<file path="src/rtl/square_sum_root.sv">
// Finds the largest N with 1^2+...+N^2 <= S by accumulating squares through repeated
// addition, and flags an exact hit. Split into a controller FSM and a datapath.

module square_sum_root_ctrl (
    input  logic clk,
    input  logic reset,
    input  logic i_s_valid,
    input  logic i_j_eq_i,
    input  logic i_acc_gt,
    input  logic i_acc_eq,
    output logic o_load,
    output logic o_accum,
    output logic o_inc_j,
    output logic o_advance,
    output logic o_res_gt,
    output logic o_res_eq,
    output logic o_n_valid,
    output logic o_busy
);
    localparam logic [1:0] ST_IDLE  = 2'd0;
    localparam logic [1:0] ST_ACCUM = 2'd1;
    localparam logic [1:0] ST_CHECK = 2'd2;
    localparam logic [1:0] ST_DONE  = 2'd3;

    logic [1:0] r_state;
    logic [1:0] w_state_nxt;
    logic       r_n_valid;
    logic       r_busy;

    // Next-state and datapath control decode
    always_comb begin
        w_state_nxt = r_state;
        o_load      = 1'b0;
        o_accum     = 1'b0;
        o_inc_j     = 1'b0;
        o_advance   = 1'b0;
        o_res_gt    = 1'b0;
        o_res_eq    = 1'b0;
        case (r_state)
            ST_IDLE: begin
                if (i_s_valid) begin
                    o_load      = 1'b1;
                    w_state_nxt = ST_ACCUM;
                end else begin
                    w_state_nxt = ST_IDLE;
                end
            end
            ST_ACCUM: begin
                o_accum = 1'b1;
                if (i_j_eq_i) begin
                    w_state_nxt = ST_CHECK;
                end else begin
                    o_inc_j     = 1'b1;
                    w_state_nxt = ST_ACCUM;
                end
            end
            ST_CHECK: begin
                if (i_acc_gt) begin
                    o_res_gt    = 1'b1;
                    w_state_nxt = ST_DONE;
                end else if (i_acc_eq) begin
                    o_res_eq    = 1'b1;
                    w_state_nxt = ST_DONE;
                end else begin
                    o_advance   = 1'b1;
                    w_state_nxt = ST_ACCUM;
                end
            end
            ST_DONE: begin
                w_state_nxt = ST_IDLE;
            end
            default: begin
                w_state_nxt = ST_IDLE;
            end
        endcase
    end

    // State register; strobes are registered from the next-state so they align with the state
    always_ff @(posedge clk) begin
        if (reset) begin
            r_state   <= ST_IDLE;
            r_n_valid <= 1'b0;
            r_busy    <= 1'b0;
        end else begin
            r_state   <= w_state_nxt;
            r_n_valid <= (w_state_nxt == ST_DONE);
            r_busy    <= (w_state_nxt != ST_IDLE);
        end
    end

    assign o_n_valid = r_n_valid;
    assign o_busy    = r_busy;
endmodule

module square_sum_root_dp (
    input  logic       clk,
    input  logic       reset,
    input  logic [7:0] i_s,
    input  logic       i_load,
    input  logic       i_accum,
    input  logic       i_inc_j,
    input  logic       i_advance,
    input  logic       i_res_gt,
    input  logic       i_res_eq,
    output logic       o_j_eq_i,
    output logic       o_acc_gt,
    output logic       o_acc_eq,
    output logic [3:0] o_n,
    output logic       o_exact
);
    logic [7:0] r_target;
    logic [3:0] r_i;
    logic [3:0] r_j;
    logic [8:0] r_acc;
    logic [3:0] r_n;
    logic       r_exact;
    logic [8:0] w_target_ext;

    // acc is 9 bits: the final iteration (i=9) reaches 285, beyond any 8-bit target
    assign w_target_ext = {1'b0, r_target};
    assign o_j_eq_i     = (r_j == r_i);
    assign o_acc_gt     = (r_acc > w_target_ext);
    assign o_acc_eq     = (r_acc == w_target_ext);

    // Working registers: square of i built as i added i times
    always_ff @(posedge clk) begin
        if (reset) begin
            r_target <= 8'd0;
            r_i      <= 4'd0;
            r_j      <= 4'd0;
            r_acc    <= 9'd0;
        end else if (i_load) begin
            r_target <= i_s;
            r_i      <= 4'd1;
            r_j      <= 4'd1;
            r_acc    <= 9'd0;
        end else if (i_accum) begin
            r_acc <= r_acc + {5'd0, r_i};
            if (i_inc_j) begin
                r_j <= r_j + 4'd1;
            end else begin
                r_j <= r_j;
            end
        end else if (i_advance) begin
            r_i <= r_i + 4'd1;
            r_j <= 4'd1;
        end else begin
            r_acc <= r_acc;
        end
    end

    // Result registers hold from one DONE to the next; only reset clears them
    always_ff @(posedge clk) begin
        if (reset) begin
            r_n     <= 4'd0;
            r_exact <= 1'b0;
        end else if (i_res_gt) begin
            r_n     <= r_i - 4'd1;
            r_exact <= 1'b0;
        end else if (i_res_eq) begin
            r_n     <= r_i;
            r_exact <= 1'b1;
        end else begin
            r_n     <= r_n;
            r_exact <= r_exact;
        end
    end

    assign o_n     = r_n;
    assign o_exact = r_exact;
endmodule

module square_sum_root (
    input  logic       clk,
    input  logic       reset,
    input  logic [7:0] S,
    input  logic       S_valid,
    output logic [3:0] N,
    output logic       exact,
    output logic       N_valid,
    output logic       busy
);
    logic w_load;
    logic w_accum;
    logic w_inc_j;
    logic w_advance;
    logic w_res_gt;
    logic w_res_eq;
    logic w_j_eq_i;
    logic w_acc_gt;
    logic w_acc_eq;

    square_sum_root_ctrl u_ctrl (
        .clk       (clk),
        .reset     (reset),
        .i_s_valid (S_valid),
        .i_j_eq_i  (w_j_eq_i),
        .i_acc_gt  (w_acc_gt),
        .i_acc_eq  (w_acc_eq),
        .o_load    (w_load),
        .o_accum   (w_accum),
        .o_inc_j   (w_inc_j),
        .o_advance (w_advance),
        .o_res_gt  (w_res_gt),
        .o_res_eq  (w_res_eq),
        .o_n_valid (N_valid),
        .o_busy    (busy)
    );

    square_sum_root_dp u_dp (
        .clk       (clk),
        .reset     (reset),
        .i_s       (S),
        .i_load    (w_load),
        .i_accum   (w_accum),
        .i_inc_j   (w_inc_j),
        .i_advance (w_advance),
        .i_res_gt  (w_res_gt),
        .i_res_eq  (w_res_eq),
        .o_j_eq_i  (w_j_eq_i),
        .o_acc_gt  (w_acc_gt),
        .o_acc_eq  (w_acc_eq),
        .o_n       (N),
        .o_exact   (exact)
    );
endmodule

</file>
<file path="config.mk">
export PLATFORM = sky130hd
export DESIGN_NAME = square_sum_root
export DESIGN_NICKNAME = d
export VERILOG_FILES = /design/src/rtl/square_sum_root.sv
export SDC_FILE = /design/constraint.sdc
export NUM_CORES = 1
export LEC_CHECK = 0
export CAP_MARGIN = 20
export CORE_MARGIN = 1
export CORE_UTILIZATION = 51
export DETAILED_ROUTE_END_ITERATION = 7
export PLACE_DENSITY = 0.7
export SYNTH_ARGS = -nofsm -noshare
export SYNTH_HDL_FRONTEND = slang
export SYNTH_SLANG_ARGS = --single-unit
</file>
<file path="constraint.sdc">
create_clock -name clk -period 3.6 [get_ports clk]
set_clock_uncertainty 0.15 [all_clocks]
set_input_delay 0.72 -clock clk [delete_from_list [all_inputs] [get_ports clk]]
set_output_delay 0.72 -clock clk [all_outputs]
set_load 0.005 [all_outputs]
</file>
==> impl_metrics.py, run 1 <==
metrics = {
    "timing": {
        "fin_tns_setup_ps": 0,
        "min_period_over_period_pct": 70.11,
        "relSlewSlack_pct": 58.96,
        "tightestPinTransition_ps": 615.6,
        "fmax_ghz": 0.3962,
        "rsz0062_at_grt": "no",
        "hold_viol_final": 0,
        "finalCriticalPeriod_ps": 2524,
        "finalSetupViolCount": 0,
        "final_max_slew_viol_count": 0,
    },
    "outcome": {
        "status": "finished, final reports clean",
    },
    "floorplan": {
        "rows": 21,
        "io-pin-count": 18,
        "core_um2": 3468,
        "chipWidth_um": 63.39,
        "die_height_um": 63.39,
        "start_util_pct": 55.41,
        "dieArea_um2": 4018,
    },
    "worst_setup_path": {
        "critPathSlowestCell": "or3b_2",
        "critPathMaxFanout": 14,
        "worstPathCellList": "clkdlybuf4s50_1 > or3b_2 > nand2b_1 > nor2_1 > nand4_1 > nand2_1",
        "slowest_delay_ps": 590,
        "crit_arrival_ps": 2560,
        "crit_required_ps": 3640,
        "critPathKind": "in -> reg",
        "cp-start-kind": "input pin",
        "end_kind": "register",
    },
    "min_path": {
        "hold_path_class": "reg -> reg",
    },
    "cts": {
        "cts.sinks": 34,
        "cts_buffer_depth": 2,
        "h-tree-depth": 2,
        "cts_setup_buffers": 0,
        "ctsResizeCount": 0,
        "cts-root-buf": "clkbuf_8",
        "cts_buffers": 5,
        "insertion_delay_ps": 280,
        "cts_tree": "yes",
        "cts.clk_slew.worst_paths_ps": 70,
        "hold_buffers": 0,
    },
    "yosys": {
        "synth_area_leader_cell": "dfxtp_1",
        "yosys-top-cells-area": "dfxtp_1 35%, ha_1 9.8%, a21oi_1 6.0%",
        "synth_nets": 255,
        "netlist.area_leader.share_pct": 35.42,
        "async_reset_ff_share_pct": 0,
        "postSynthAreaPerCell_um2": 8.429,
        "ys_seq_elements": 34,
        "synth-main-ff-cell": "dfxtp_1",
        "synthesis.area_um2": 1922,
        "synth_edf_count": 0,
        "synth_cell_types": 46,
        "yosys.cell_count.top_type": "dfxtp_1",
        "yosysWarnings": 0,
        "synthTopCellsByCount": "34 x dfxtp_1, 29 x nand2_1, 23 x a21oi_1",
        "netlist_instances": 228,
        "yosysSeqAreaShare_pct": 35.42,
    },
    "placed_design": {
        "gp_congestion": 0.8853,
        "dp_hpwl_mm": 3.121,
        "postPlaceCellArea_um2": 2127,
        "port_buffers": 17,
    },
    "cells_and_area": {
        "nNetsFinal": 272,
        "final_core_util_pct": 64.07,
        "n_fill_cell": 309,
        "area_growth_pct": 15.62,
        "antenna-diode-count": 0,
        "stdcell_area_um2": 2222,
        "drive_gt1_share_pct": 9.350,
    },
    "global_routing": {
        "use_met3_pct": 3.804,
        "track_usage_pct": 21.41,
        "grt_use_met1_pct": 27.96,
        "grt_pass1_wl_mm": 6.720,
        "grt_util_met2_pct": 35.24,
        "grt_pass1_vias": 1499,
        "antenna_found_initial": 0,
        "busiest_layer": "met2",
        "grt_max_degree": 16,
        "grt-ovfl-total": 0,
    },
    "routing": {
        "firstDrtPassIters": 4,
        "antenna_left": 0,
        "wl_per_cell_um": 13.60,
        "drt_iter0_drc": 129,
        "vias_per_cell": 5.668,
        "drt_wl_total_mm": 3.971,
        "dr_total_vias": 1655,
        "drc_errors": 0,
    },
    "power": {
        "leakage_nw": 0.8733,
        "total_power_uw": 929.4,
        "peakVddDrop_uv": 261.1,
        "cellPowerDensity_nw_per_um2": 418.3,
    },
    "flow_run": {
        "cap_viol_max_count": 0,
    },
}
==> layout by cell type (no fill, tap or decap), types with 7 or more instances in the layout <==
cell,n
xor2_1,7
a21oi_1,23
inv_1,17
clkdlybuf4s50_1,17
dfxtp_1,34
nor2_1,15
ha_1,15
nand2_1,29
==> critical path, delay by kind of cell <==
family,cells,cell delay [ps]
and+or+nand+nor,5,1330
buffers and inverters,1,500
==> cell type report <==
cell class / count / area [um^2] / area share [%]
Sequential cell: 34 / 680.7 / 30.63
Inverter: 17 / 63.81 / 2.872
Clock buffer: 6 / 82.58 / 3.716
Clock inverter: 2 / 12.51 / 0.5631
Timing Repair Buffer: 19 / 185.2 / 8.333
Tap cell: 46 / 57.56 / 2.590
Multi-Input combinational cell: 168 / 1140 / 51.29
==> per-stage QoR <==
| stage | hold WS (ps) | setup WS, ps | std cells |
|---|---|---|---|
| 6_report | 305.3 | 1076 | 292 |
| 5_1_grt | 331.3 | 1018 | 292 |
| 4_1_cts | 308.6 | 1098 | 292 |
| 3_5_place_dp | 298.1 | 802.8 | 284 |
| 3_3_place_gp | 298.0 | 827.4 | 284 |
| 2_1_floorplan | 286.3 | 1506 | 228 |
==> logic make-up after synthesis <==
logic type | share of synthesized area [%]
AOI/OAI and AO/OA | 21.62
xor gates and xnor gates | 5.925
adders and majority gates | 10.81
buffers and inverters | 5.273
DFF | 35.42
and+or+nand+nor | 20.96
==> flip-flops by register name, summed over array words and instances (netlist names) <==
signal,count
u_dp.r_i,4
u_dp.o_exact,1
u_ctrl.o_busy,1
u_ctrl.o_n_valid,1
u_dp.o_n,4
u_dp.r_j,4
u_dp.r_target,8
u_ctrl.r_state,2
u_dp.r_acc,9
==> metal layers <==
layer	wire length, um	vias up
met3	128	4
li1	-	836
met1	1944	779
met4	25	0
met2	1872	36
met5	0	-
==> path summary, 6_finish.rpt <==
path                                                     from                       endpoint  slack, ps  cells past startpoint
worst max-delay path                                  S_valid       u_dp.r_i[2]$_SDFFE_PP0P_       1080                      6
worst min-delay path            u_dp.r_target[4]$_SDFFE_PP0P_  u_dp.r_target[4]$_SDFFE_PP0P_        310                      2
worst max register to register  u_dp.r_target[6]$_SDFFE_PP0P_       u_dp.r_i[3]$_SDFFE_PP0P_       1320                      7
worst min register to register  u_dp.r_target[4]$_SDFFE_PP0P_  u_dp.r_target[4]$_SDFFE_PP0P_        310                      2
==> where the power goes <==
| group | internal [mW] | switching, mW |
|---|---|---|
| combinational | 0.0896 | 0.128 |
| clock | 0.154 | 0.138 |
| sequential | 0.398 | 0.0222 |
| total | 0.641 | 0.288 |
Note: power is estimated with default switching activity, not from simulation.
==> run 2, diff against run 1 <==
--- a/config.mk
+++ b/config.mk
@@ -9,7 +9,7 @@
 export CORE_MARGIN = 1
 export CORE_UTILIZATION = 51
 export DETAILED_ROUTE_END_ITERATION = 7
-export PLACE_DENSITY = 0.7
+export PLACE_DENSITY = 0.73
 export SYNTH_ARGS = -nofsm -noshare
 export SYNTH_HDL_FRONTEND = slang
 export SYNTH_SLANG_ARGS = --single-unit
==> constraint.sdc (replaced) <==
create_clock -name clk -period 2.2 [get_ports clk]
set_clock_uncertainty 0.15 [all_clocks]
set_input_delay 0.44 -clock clk [delete_from_list [all_inputs] [get_ports clk]]
set_output_delay 0.44 -clock clk [all_outputs]
set_load 0.005 [all_outputs]
==> run 2 against run 1 <==
Worst setup slack lost 970 ps. Sequential power grew 63%. Clock power grew 55%. Core utilization grew 3.6 points. Global-route usage grew 2.0 points.
==> impl_metrics.py, run 2 (synthesized netlist as in run 1, its figures left out) <==
metrics = {
    "min_path": {
        "hold_path_class": "reg -> reg",
        "worst_hold_startpoint": "u_dp.r_target[2]$_SDFFE_PP0P_",
        "holdPathStages": 2,
    },
    "routing": {
        "drt_wl_total_mm": 4.059,
        "wl_per_cell_um": 13.26,
        "dr_total_vias": 1661,
        "vias_per_cell": 5.428,
        "firstDrtPassIters": 4,
        "antenna_left": 0,
        "drt_iter0_drc": 84,
        "drc_errors": 0,
    },
    "cts": {
        "cts_setup_buffers": 0,
        "ctsResizeCount": 0,
        "cts.clk_slew.worst_paths_ps": 70,
        "cts_buffers": 5,
        "h-tree-depth": 2,
        "hold_buffers": 0,
        "cts-root-buf": "clkbuf_8",
        "cts_buffer_depth": 2,
        "cts.sinks": 34,
        "insertion_delay_ps": 290,
        "cts_tree": "yes",
    },
    "worst_setup_path": {
        "ff2ff_path_depth": 7,
        "crit_start": "u_dp.r_target[6]$_SDFFE_PP0P_",
        "critPathKind": "reg -> reg",
        "crit_arrival_ps": 2170,
        "critPathMaxFanout": 4,
        "crit_required_ps": 2280,
        "end_kind": "register",
        "cp-start-kind": "register",
        "regToRegStartpoint": "u_dp.r_target[6]$_SDFFE_PP0P_",
    },
    "placed_design": {
        "gp_congestion": 0.9117,
        "port_buffers": 17,
        "post-place-ws_ps": 95.76,
        "dp_hpwl_mm": 3.115,
    },
    "timing": {
        "finalCriticalPeriod_ps": 2090,
        "finalSetupViolCount": 0,
        "fin_tns_setup_ps": 0,
        "tightestPinTransition_ps": 440.2,
        "relSlewSlack_pct": 70.55,
        "fmax_ghz": 0.4786,
        "final_max_slew_viol_count": 0,
        "final.setup.worst_slack_ps": 110.4,
        "min_period_over_period_pct": 94.98,
        "hold_viol_final": 0,
    },
    "power": {
        "peakVddDrop_uv": 553.8,
        "cellPowerDensity_nw_per_um2": 658.5,
        "leakage_nw": 0.9516,
    },
    "outcome": {
        "status": "finished, final reports clean",
    },
    "cells_and_area": {
        "layout_commonest_cell": "dfxtp_1",
        "multi_input_area_um2": 1146,
        "largest_register_ffs": 9,
        "n_fill_cell": 311,
        "antenna-diode-count": 0,
        "largest-register": "u_dp.r_acc",
        "layout_common_cells": "34 x dfxtp_1, 29 x nand2_1, 23 x a21oi_1",
        "seq_area_um2": 680.7,
        "reg.largest.list": "u_dp.r_acc (9), u_dp.r_target (8)",
        "drive_gt1_share_pct": 15.00,
        "area_growth_pct": 22.20,
        "nNetsFinal": 288,
    },
    "floorplan": {
        "io-pin-count": 18,
        "chipWidth_um": 63.39,
        "rows": 21,
        "core_um2": 3468,
        "die_height_um": 63.39,
        "dieArea_um2": 4018,
        "start_util_pct": 55.41,
    },
    "global_routing": {
        "grt-ovfl-total": 0,
        "antenna_found_initial": 0,
        "grt_max_degree": 11,
        "grt_pass1_wl_mm": 7.196,
        "track_usage_pct": 23.40,
        "grt_pass1_vias": 1619,
    },
    "flow_run": {
        "cap_viol_max_count": 0,
    },
}
[run 2: changes by cell type in the layout (fill, tap and decap cells not counted)]
cell | previous run | this run
nor2_1 | 15 | 14
clkinvlp_4 | 1 | 0
nor2_2 | 0 | 1
o21ai_0 | 5 | 4
o21ai_2 | 0 | 1
clkinv_2 | 1 | 0
buf_12 | 0 | 1
buf_4 | 2 | 17
[run 2: cell type report]
type | instances | area share (%)
multi-input combinational | 168 | 48.80
sequential | 34 | 28.98
timing repair buffer | 35 | 13.53
clock buffer | 6 | 3.516
inverter | 17 | 2.717
tap | 46 | 2.451
[run 2: per-layer routing]
metal	track usage, %	share of wire, %	up-vias
li1	-	-	862
met1	30.83	51	769
met2	35.77	45	23
met3	5.072	2.5	7
met4	11.65	1.7	0
met5	0	0	-
[run 2: power by group]
part           total [mW]  switching [mW]  leakage (nW)  internal (mW)
sequential          0.685          0.0335         0.277          0.651
combinational       0.409           0.220         0.632          0.189
clock               0.452           0.211        0.0431          0.241
[run 2: final timing paths]
kind	to	slack [ps]
worst max-delay path	u_dp.r_i[3]$_SDFFE_PP0P_	110
worst min-delay path	u_dp.r_target[2]$_SDFFE_PP0P_	310
worst max register to register	u_dp.r_i[3]$_SDFFE_PP0P_	110
worst min register to register	u_dp.r_target[2]$_SDFFE_PP0P_	310
[run 2: critical path, stage by stage, from the launching register on]
cell and delay [ps]:
dfxtp_1 330, inv_1 40, ha_1 280, a21o_1 220, a211oi_4 260, nand2_2 110, or4_4 500, a21oi_2 130
[run 2: metrics by stage]
| stage | area (um^2) | total power, mW | utilization [%] | hold WS, ps | instances |
|---|---|---|---|---|---|
| after floorplan | 1922 | 0.9518 | - | 286.3 | 228 |
| after global placement | 2260 | 1.095 | 65.15 | 292.1 | 300 |
| after detailed placement | 2260 | 1.099 | 65.15 | 299.6 | 300 |
| after CTS | 2342 | 1.551 | 67.53 | 308.4 | 306 |
| after global routing | 2349 | 1.637 | 67.71 | 333.6 | 306 |
| final | 2349 | 1.546 | 67.71 | 309.0 | 306 |
